### src/rtl/pipe_stage_reg.sv
// pipe_stage_reg: elastic valid/ready pipeline stage with optional 2-entry skid buffer
// out_data always comes from the main entry; the skid entry only buffers while downstream stalls.
module pipe_stage_reg #(
   parameter int DATA_W = 112,
   parameter int SKID   = 1,
   parameter int CNT_W  = 16
) (
   input  logic              clock,
   input  logic              reset,
   input  logic              flush,
   input  logic              in_valid,
   output logic              in_ready,
   input  logic [DATA_W-1:0] in_data,
   output logic              out_valid,
   input  logic              out_ready,
   output logic [DATA_W-1:0] out_data,
   output logic [1:0]        occupancy,
   output logic [CNT_W-1:0]  stall_cnt
);
   typedef enum logic [1:0] {EMPTY = 2'd0, ONE = 2'd1, TWO = 2'd2} state_t;
   state_t state, state_n;
   logic [DATA_W-1:0] skid_data;
   logic in_fire, out_fire, load_in, load_skid, skid_to_main;
   always_comb begin
      out_valid    = state != EMPTY;
      in_ready     = (SKID != 0) ? state != TWO : !out_valid | out_ready;
      in_fire      = in_valid & in_ready;
      out_fire     = out_valid & out_ready;
      occupancy    = state;
      state_n      = state;
      load_in      = 1'b0;
      load_skid    = 1'b0;
      skid_to_main = 1'b0;
      if (flush)
         state_n = EMPTY;
      else
         case (state)
            EMPTY: if (in_fire) begin
               load_in = 1'b1;
               state_n = ONE;
            end
            ONE: if (in_fire & !out_fire & (SKID != 0)) begin
               load_skid = 1'b1;
               state_n   = TWO;
            end else if (in_fire)
               load_in = 1'b1;
            else if (out_fire)
               state_n = EMPTY;
            TWO: if (out_fire) begin
               skid_to_main = 1'b1;
               state_n      = ONE;
            end
            default: state_n = EMPTY;
         endcase
   end
   always_ff @(posedge clock)
      state <= reset ? EMPTY : state_n;
   // Payload registers are not cleared by flush; out_valid qualifies them.
   always_ff @(posedge clock) begin
      if (reset) begin
         out_data  <= '0;
         skid_data <= '0;
      end else begin
         if (load_in)
            out_data <= in_data;
         else if (skid_to_main)
            out_data <= skid_data;
         if (load_skid)
            skid_data <= in_data;
      end
   end
   always_ff @(posedge clock) begin
      if (reset)
         stall_cnt <= '0;
      else if (out_valid & !out_ready & (stall_cnt != '1))
         stall_cnt <= stall_cnt + 1'b1;
   end
endmodule

### config.mk
export PLATFORM = sky130hd
export DESIGN_NAME = pipe_stage_reg
export DESIGN_NICKNAME = d
export VERILOG_FILES = /design/src/rtl/pipe_stage_reg.sv
export SDC_FILE = /design/constraint.sdc
export NUM_CORES = 1
export LEC_CHECK = 0
export CORE_UTILIZATION = 52
export DETAILED_ROUTE_END_ITERATION = 10
export PLACE_DENSITY = 0.85
export SYNTH_ARGS = -nofsm -noshare
export SYNTH_HDL_FRONTEND = slang
export SYNTH_SLANG_ARGS = --single-unit
### constraint.sdc
create_clock -name clock -period 3.8 [get_ports clock]
set_clock_uncertainty 0.15 [all_clocks]
set_input_delay 0.57 -clock clock [delete_from_list [all_inputs] [get_ports clock]]
set_output_delay 0.57 -clock clock [all_outputs]
set_load 0.05 [all_outputs]
# [Word level (Yosys, flattened, before mapping)]
# Index checks and enable logic that the tools add are counted.
[classes] add_sub_neg=1 n_eq_ne=8 n_mux=18 bitwise_logic=5 n_reduce_logical=7
[op_table] op="$mux 112" n=2
[op_table] op="$add 16x1->16 const B" n=1
[op_table] op="$ne 16x16->1 const B" n=1
[op_table] op="$mux 2" n=5
[op_table] op="$mux 1" n=9
[op_table] op="$ne 2x2->1 const B" n=3
[op_table] op="$ne 3x3->1 const B" n=2
[op_table] op="$pmux 2 s3" n=1
[op_table] op="$and 1x1->1" n=5
[op_table] op="$reduce_and 4->1" n=1
[op_table] op="$reduce_bool 2->1" n=2
[op_table] op="$eq 2x1->1 const B" n=1
[op_table] op="$eq 2x2->1 const B" n=1
[op_table] op="$logic_not 1->1" n=2
[op_table] op="$logic_not 2->1" n=1
[op_table] op="$pmux 1 s2" n=1
[op_table] op="$reduce_or 2->1" n=1
[totals] reg_bits=242 inputBits=117 elab_cells=43

# [Logic depth before layout (Yosys ltp)]
# Gate-level depths: netlist of the first run.
[depth] depth_word=8 ltp_mapped=8

# [Least setup slack after synthesis of the first run]
# No wires, ideal clock.
[synth_path] path_kind="register to register" start="register stall_cnt[0]" end="register stall_cnt[12]" arrival_ns=2.247 setup_slack_ns=1.282 path_stages_with_launch=6 path_buffers=0 synth_period_minus_slack_ns=2.518 cell_sequence="dfxtp_1 -> ha_1 -> nand4_1 -> or3_1 -> nor4_1 -> mux2_2"
[synth_between] elab_chain_cells=2 elab_cells_between_ends=3 classes_between="1 x add/sub; 1 x eq/ne; 1 x bitwise"
[synth_lines] item="start, declared" line="18" source="output logic [CNT_W-1:0] stall_cnt"
[synth_lines] item="start signal, assigned" line="76" source="stall_cnt <= stall_cnt + 1'b1;"
[synth_lines] item="branches (longest 2 deep; another with $add 16x1->16)"
# Several ways; the timed one is not identified.
# A chain may end at the register's enable or synchronous reset.

# [Worst setup path after layout of the first run]
[layout_path] start="register state[1], in the netlist occupancy[1]" end="output port out_valid"
[layout_between] elab_chain_cells=1
[layout_lines] item="start, declared" line="21" source="state_t state, state_n;"
[layout_lines] item="start signal, assigned" line="57" source="state <= reset ? EMPTY : state_n;"
[layout_lines] item="$reduce_bool 2->1" line="25" source="out_valid = state != EMPTY;"
[layout_lines] item="end, declared" line="14" source="output logic out_valid,"
# Every way passes these cells.

==> results of run 1 <==
## critical path, cell delays in order, from the launching register on
cell and delay [ns]:
dfxtp_1 0.61, or2_2 0.19, clkdlybuf4s50_1 0.79
## routing by layer
layer	wire, µm	share of wire	up-vias
met2	12200	0.48	360
li1	-	-	4235
met4	754	0.030	0
met3	1880	0.074	61
met1	10700	0.42	4231
met5	0	0	-
## cells by family (layout without fill, tap and decap cells)
kind of cell	after synthesis	in the layout	share of synthesized area
compound gates	371	371	0.242
fa+ha+maj	1	1	0.00137
buf+inv	92	307	0.0415
flops	242	242	0.532
mux	3	3	0.00358
simple gates	398	398	0.179
## worst paths after layout
path              depth (start not counted)                    endpoint  slack [ns]                      start
setup / recovery                          2                   out_valid        0.98  occupancy[1]$_SDFFE_PP0P_
hold / removal                            2   out_data[53]$_SDFFE_PP0P_        0.30  out_data[53]$_SDFFE_PP0P_
setup reg to reg                          5  skid_data[48]$_SDFFE_PP0P_        1.40  occupancy[1]$_SDFFE_PP0P_
hold reg to reg                           2   out_data[53]$_SDFFE_PP0P_        0.30  out_data[53]$_SDFFE_PP0P_
## through the flow
stage,cell area [µm²],hold WS [ns],total power [mW],util
global route,12500,0.315,5.87,0.729
CTS,12500,0.303,5.73,0.729
detailed placement,11700,0.295,3.39,0.682
finish,12500,0.303,5.70,0.729
floorplan,9100,0.287,3.07,-
global placement,11700,0.291,3.38,0.682
## registers in the layout, indices dropped and copies added (netlist names)
register,count
out_data,112
stall_cnt,16
skid_data,112
occupancy,2
## report_power, final
part	total [mW]	internal [mW]	switching, mW
sequential	2.65	2.61	0.0410
combinational	0.690	0.269	0.421
clock	2.36	1.40	0.964
total	5.70	4.27	1.43
## layout make-up
| type | count | share of cell area |
|---|---|---|
| clock inverter | 7 | 0.00500 |
| inverter | 1 | 0.000300 |
| tap | 225 | 0.0225 |
| clock buffer | 35 | 0.0586 |
| multi-input combinational | 773 | 0.312 |
| sequential | 242 | 0.387 |
| timing repair buffer | 264 | 0.214 |
## Yosys cell counts, types with 3 or more instances
cell type	instances
buf_1	4
nor3_1	4
nand2_1	344
dfxtp_1	242
nor4_1	3
or3_1	3
or4_1	9
nor2_1	6
buf_2	26
nand2b_1	3
a22oi_1	112
o21ai_0	3
nand3_1	8
a21oi_1	236
o31ai_1	8
nand4_1	5
clkbuf_1	61
nor2b_1	5
a31oi_1	3
==> out/qor.txt, run 1 <==
Number of buffers created by CTS = 24
Post-synthesis sequential area ratio = 0.532
Die W = 134 µm
CTS clk-pin slew, worst paths = 0.06 ns
Total wire length = 25.5 mm
EDFF count, synth = 0
Hold WC Path Type = reg2reg
Starting Density = 0.530
PostCTS Resize Cnt = 0
GPL Wtd Cong = 0.775
DRC Markers = 0
Mapped Nets = 1225
Met1 GRT Util = 0.350
Clock buffer depth = 3
Critical path arrival = 2.10 ns
Largest cells by area after synthesis = dfxtp_1 53%, nand2_1 14%, a21oi_1 13%, a22oi_1 9.2%, clkbuf_1 2.5%
Max_slew headroom = 0.386
First-pass iteration count of the detailed router = 7
Fin nets = 1424
Area Overhead vs Synth = 37.5%
Commonest non-fill, non-tap cell in the layout = nand2_1
Register bit count reported by yosys = 242
Warnings from Yosys = 0
Initial antenna violation count = 0
Most frequent cells in the layout = 343 x nand2_1, 247 x clkdlybuf4s50_1, 242 x dfxtp_1
Tmin final = 2.82 ns
RSZ-0062 raised after global routing = false
Number of nets still failing antenna checks after routing = 0
Fraction of layout cells with a size suffix above 1 = 0.0507
I/O pin cnt = 249
Total core area = 17200 µm²
First-pass GRT wire length = 40.2 mm
Max Fanout on Critical Path = 11
H-Tree Depth = 1
Cell Count, Final, Fillers Out = 1547
Drt initial violations = 796
# Post-CTS Setup Buffers = 0
MaxCap Viol Count = 0
Static Leakage = 4.13 nW
Achievable frequency = 0.355 GHz
Post-detail-place hpwl = 15.8 mm
Clk_lat worst skew = 0.51 ns
Hold Buf Count CTS = 0
Vias in the first global route = 8215
Pins Over Slew Limit = 0
M3 GR Usage = 0.0412
Post-Place Setup Slack = 0.761 ns
Cell Area, Synth = 9100 µm²
Final worst-path cycle share = 0.742
Largest net degree at the start of global routing = 120
CTS tree = done
Die height = 134 µm
Power per cell area = 455 nW/µm²
PortBufs = 248
Met2 usage in global routing = 0.453
# fillers = 1296
Synth top area share = 0.532
Kind of critical path = reg2out
Distinct cells, synth = 39
CP Data Required Time = 3.08 ns
Slew @ Worst Pin = 0.921 ns
GRT Residual Overflow = 0
Setup TNS Final = 0 ns
Placement Rows = 48
Async SR Flop Fraction = 0
Synth area leader = dfxtp_1
Die area = 18000 µm²
Dpl cells = 1505
Multi-input combinational cell area = 3910 µm²
GR Util All Layers = 0.270
Result of the run = finished, final reports clean
Final setup fails = 0
N_diodes = 0
Cells after Synth = 1107
Syn avg cell area = 8.22 µm²
Clock Sinks = 242
WL per Instance = 16.5 µm
Global route hottest layer = met2
Final worst-path setup slack = 0.981 ns
Dominant synthesized flop cell = dfxtp_1
Vias = 8887
DR vias/cell = 5.74
VDD IR-drop max = 0.342 mV
Clock Tree Root = clkbuf_16
Final Hold Viols = 0
Crit start category = register
FF+latch area = 4840 µm²
CP endpoint kind = output port
No activity file was read; power rests on OpenSTA's default activity.
==> run 2: changes to the inputs <==
CORE_UTILIZATION = 48   (was 52)
PLACE_DENSITY = 0.8   (was 0.85)
clock period = 2.65 ns   (was 3.8 ns; I/O delays follow)
==> out/qor.txt, run 2 (same netlist as run 1, synthesis figures left out) <==
Post-detail-place hpwl = 15.7 mm
Number of nets still failing antenna checks after routing = 0
H-Tree Depth = 1
Clock Tree Root = clkbuf_16
# Post-CTS Setup Buffers = 0
Most frequent cells in the layout = 343 x nand2_1, 245 x clkdlybuf4s50_1, 242 x dfxtp_1
CTS clk-pin slew, worst paths = 0.07 ns
Final Hold Viols = 0
CP top delay family = buffers and inverters
Largest net degree at the start of global routing = 78
CP endpoint kind = output port
CP Data Required Time = 2.10 ns
Total core area = 18300 µm²
Hold WC Path Type = in2reg
Final worst-path cycle share = 0.960
Combinational share of power = 0.122
Initial antenna violation count = 1
GRT Residual Overflow = 0
Critical R2R Capture = stall_cnt[12]$_SDFFE_PP0P_
Clock Sinks = 242
DRC Markers = 0
Achievable frequency = 0.393 GHz
Tmin final = 2.54 ns
Sequential share of power = 0.462
CTS tree = done
Fin nets = 1434
N_diodes = 0
Clk_lat worst skew = 0.51 ns
Number of buffers created by CTS = 25
CP max stage cell = clkdlybuf4s50_1
Fraction of layout cells with a size suffix above 1 = 0.0571
Critical path arrival = 2.00 ns
Vias in the first global route = 8105
PortBufs = 248
Drt initial violations = 652
Total wire length = 25.4 mm
# fillers = 1474
Die W = 140 µm
First-pass GRT wire length = 40.7 mm
Top flop regs = out_data: 112 flops, skid_data: 112 flops, stall_cnt: 16 flops
PostCTS Resize Cnt = 2
First-pass iteration count of the detailed router = 5
Reg2Reg Setup Slack = 0.43 ns
Clock share of power = 0.416
Result of the run = finished, final reports clean
Buf/Inv on CP = 1
Slew @ Worst Pin = 0.644 ns
RSZ-0062 raised after global routing = false
Area Overhead vs Synth = 39.2%
Sw frac = 0.251
Commonest non-fill, non-tap cell in the layout = nand2_1
R2R depth = 5
Crit start category = register
Final setup fails = 0
Max_slew headroom = 0.570
Worst path depth = 1
Max Fanout on Critical Path = 11
WL per Instance = 16.3 µm
Critical R2R Launch = stall_cnt[0]$_SDFFE_PP0P_
Pins Over Slew Limit = 0
CP Cell Sequence = clkdlybuf4s50_1
Die area = 19500 µm²
Power per cell area = 648 nW/µm²
Die height = 140 µm
Static Leakage = 4.20 nW
Setup crit end = occupancy[1]
NetSw = 2.06 mW
Kind of critical path = reg2out
DR vias/cell = 5.59
GR Util All Layers = 0.252
Vias = 8725
GPL Wtd Cong = 0.824
Crit path from = occupancy[1]$_SDFFE_PP0P_
I/O pin cnt = 249
Setup TNS Final = 0 ns
MaxCap Viol Count = 0
Hold_ws = 0.218 ns
VDD IR-drop max = 0.520 mV
Starting Density = 0.498
Clock buffer depth = 3
Placement Rows = 49
Delay of the slowest critical-path stage = 0.90 ns
Hold Buf Count CTS = 0
Internal = 6.15 mW
[run 2: changes by cell type in the layout (fill, tap and decap cells not counted)]
cell,previous run,this run
buf_4,10,13
clkdlybuf4s50_1,247,245
clkinv_4,0,1
buf_12,6,12
dlygate4sd2_1,0,2
clkinv_2,5,4
[run 2: worst min-delay path by stage]
stage / slack (ns) / cells after the start / from / endpoint
floorplan: 0.29 / 2 / skid_data[0]$_SDFFE_PP0P_ / skid_data[0]$_SDFFE_PP0P_
CTS: 0.21 / 2 / reset / out_data[104]$_SDFFE_PP0P_
global placement: 0.29 / 2 / out_data[32]$_SDFFE_PP0P_ / out_data[32]$_SDFFE_PP0P_
global route: 0.23 / 2 / reset / out_data[10]$_SDFFE_PP0P_
detailed placement: 0.30 / 2 / out_data[63]$_SDFFE_PP0P_ / out_data[63]$_SDFFE_PP0P_
finish: 0.22 / 2 / reset / skid_data[10]$_SDFFE_PP0P_
[run 2: area by class of cell]
type	instances	area (µm²)	area share
well taps	229	287	0.0226
clock inverters	7	66.3	0.00524
flip-flops and latches	242	4840	0.383
multi-input cells	773	3910	0.309
inverters	1	3.75	0.000296
repair buffers	273	2820	0.223
clock buffers	35	733	0.0579
[run 2: layer usage]
layer / global-route usage / wire length (µm)
met1: 0.326 / 10800
met2: 0.426 / 12300
met3: 0.0447 / 1670
met4: 0.0769 / 682
met5: 0 / 0
[run 2: power by group through the flow]
stage | Clock, mW | Sequential, mW | Combinational, mW
6_report | 3.41 | 3.79 | 1.00
5_1_grt | 3.61 | 3.80 | 1.06
4_1_cts | 3.48 | 3.79 | 1.00
3_5_place_dp | 0 | 3.87 | 0.998
3_3_place_gp | 0 | 3.87 | 0.989
2_1_floorplan | 0 | 4.15 | 0.251
[run 2: per-stage QoR]
step | instances | power [mW] | utilization | instance area, µm² | setup WS [ns]
final | 1560 | 8.21 | 0.693 | 12700 | 0.107
after global routing | 1560 | 8.47 | 0.693 | 12700 | 0.0433
after CTS | 1560 | 8.27 | 0.693 | 12700 | 0.0921
after detailed placement | 1518 | 4.87 | 0.650 | 11900 | 0.205
after global placement | 1518 | 4.86 | 0.650 | 11900 | 0.253
after floorplan | 1107 | 4.40 | - | 9100 | 0.132
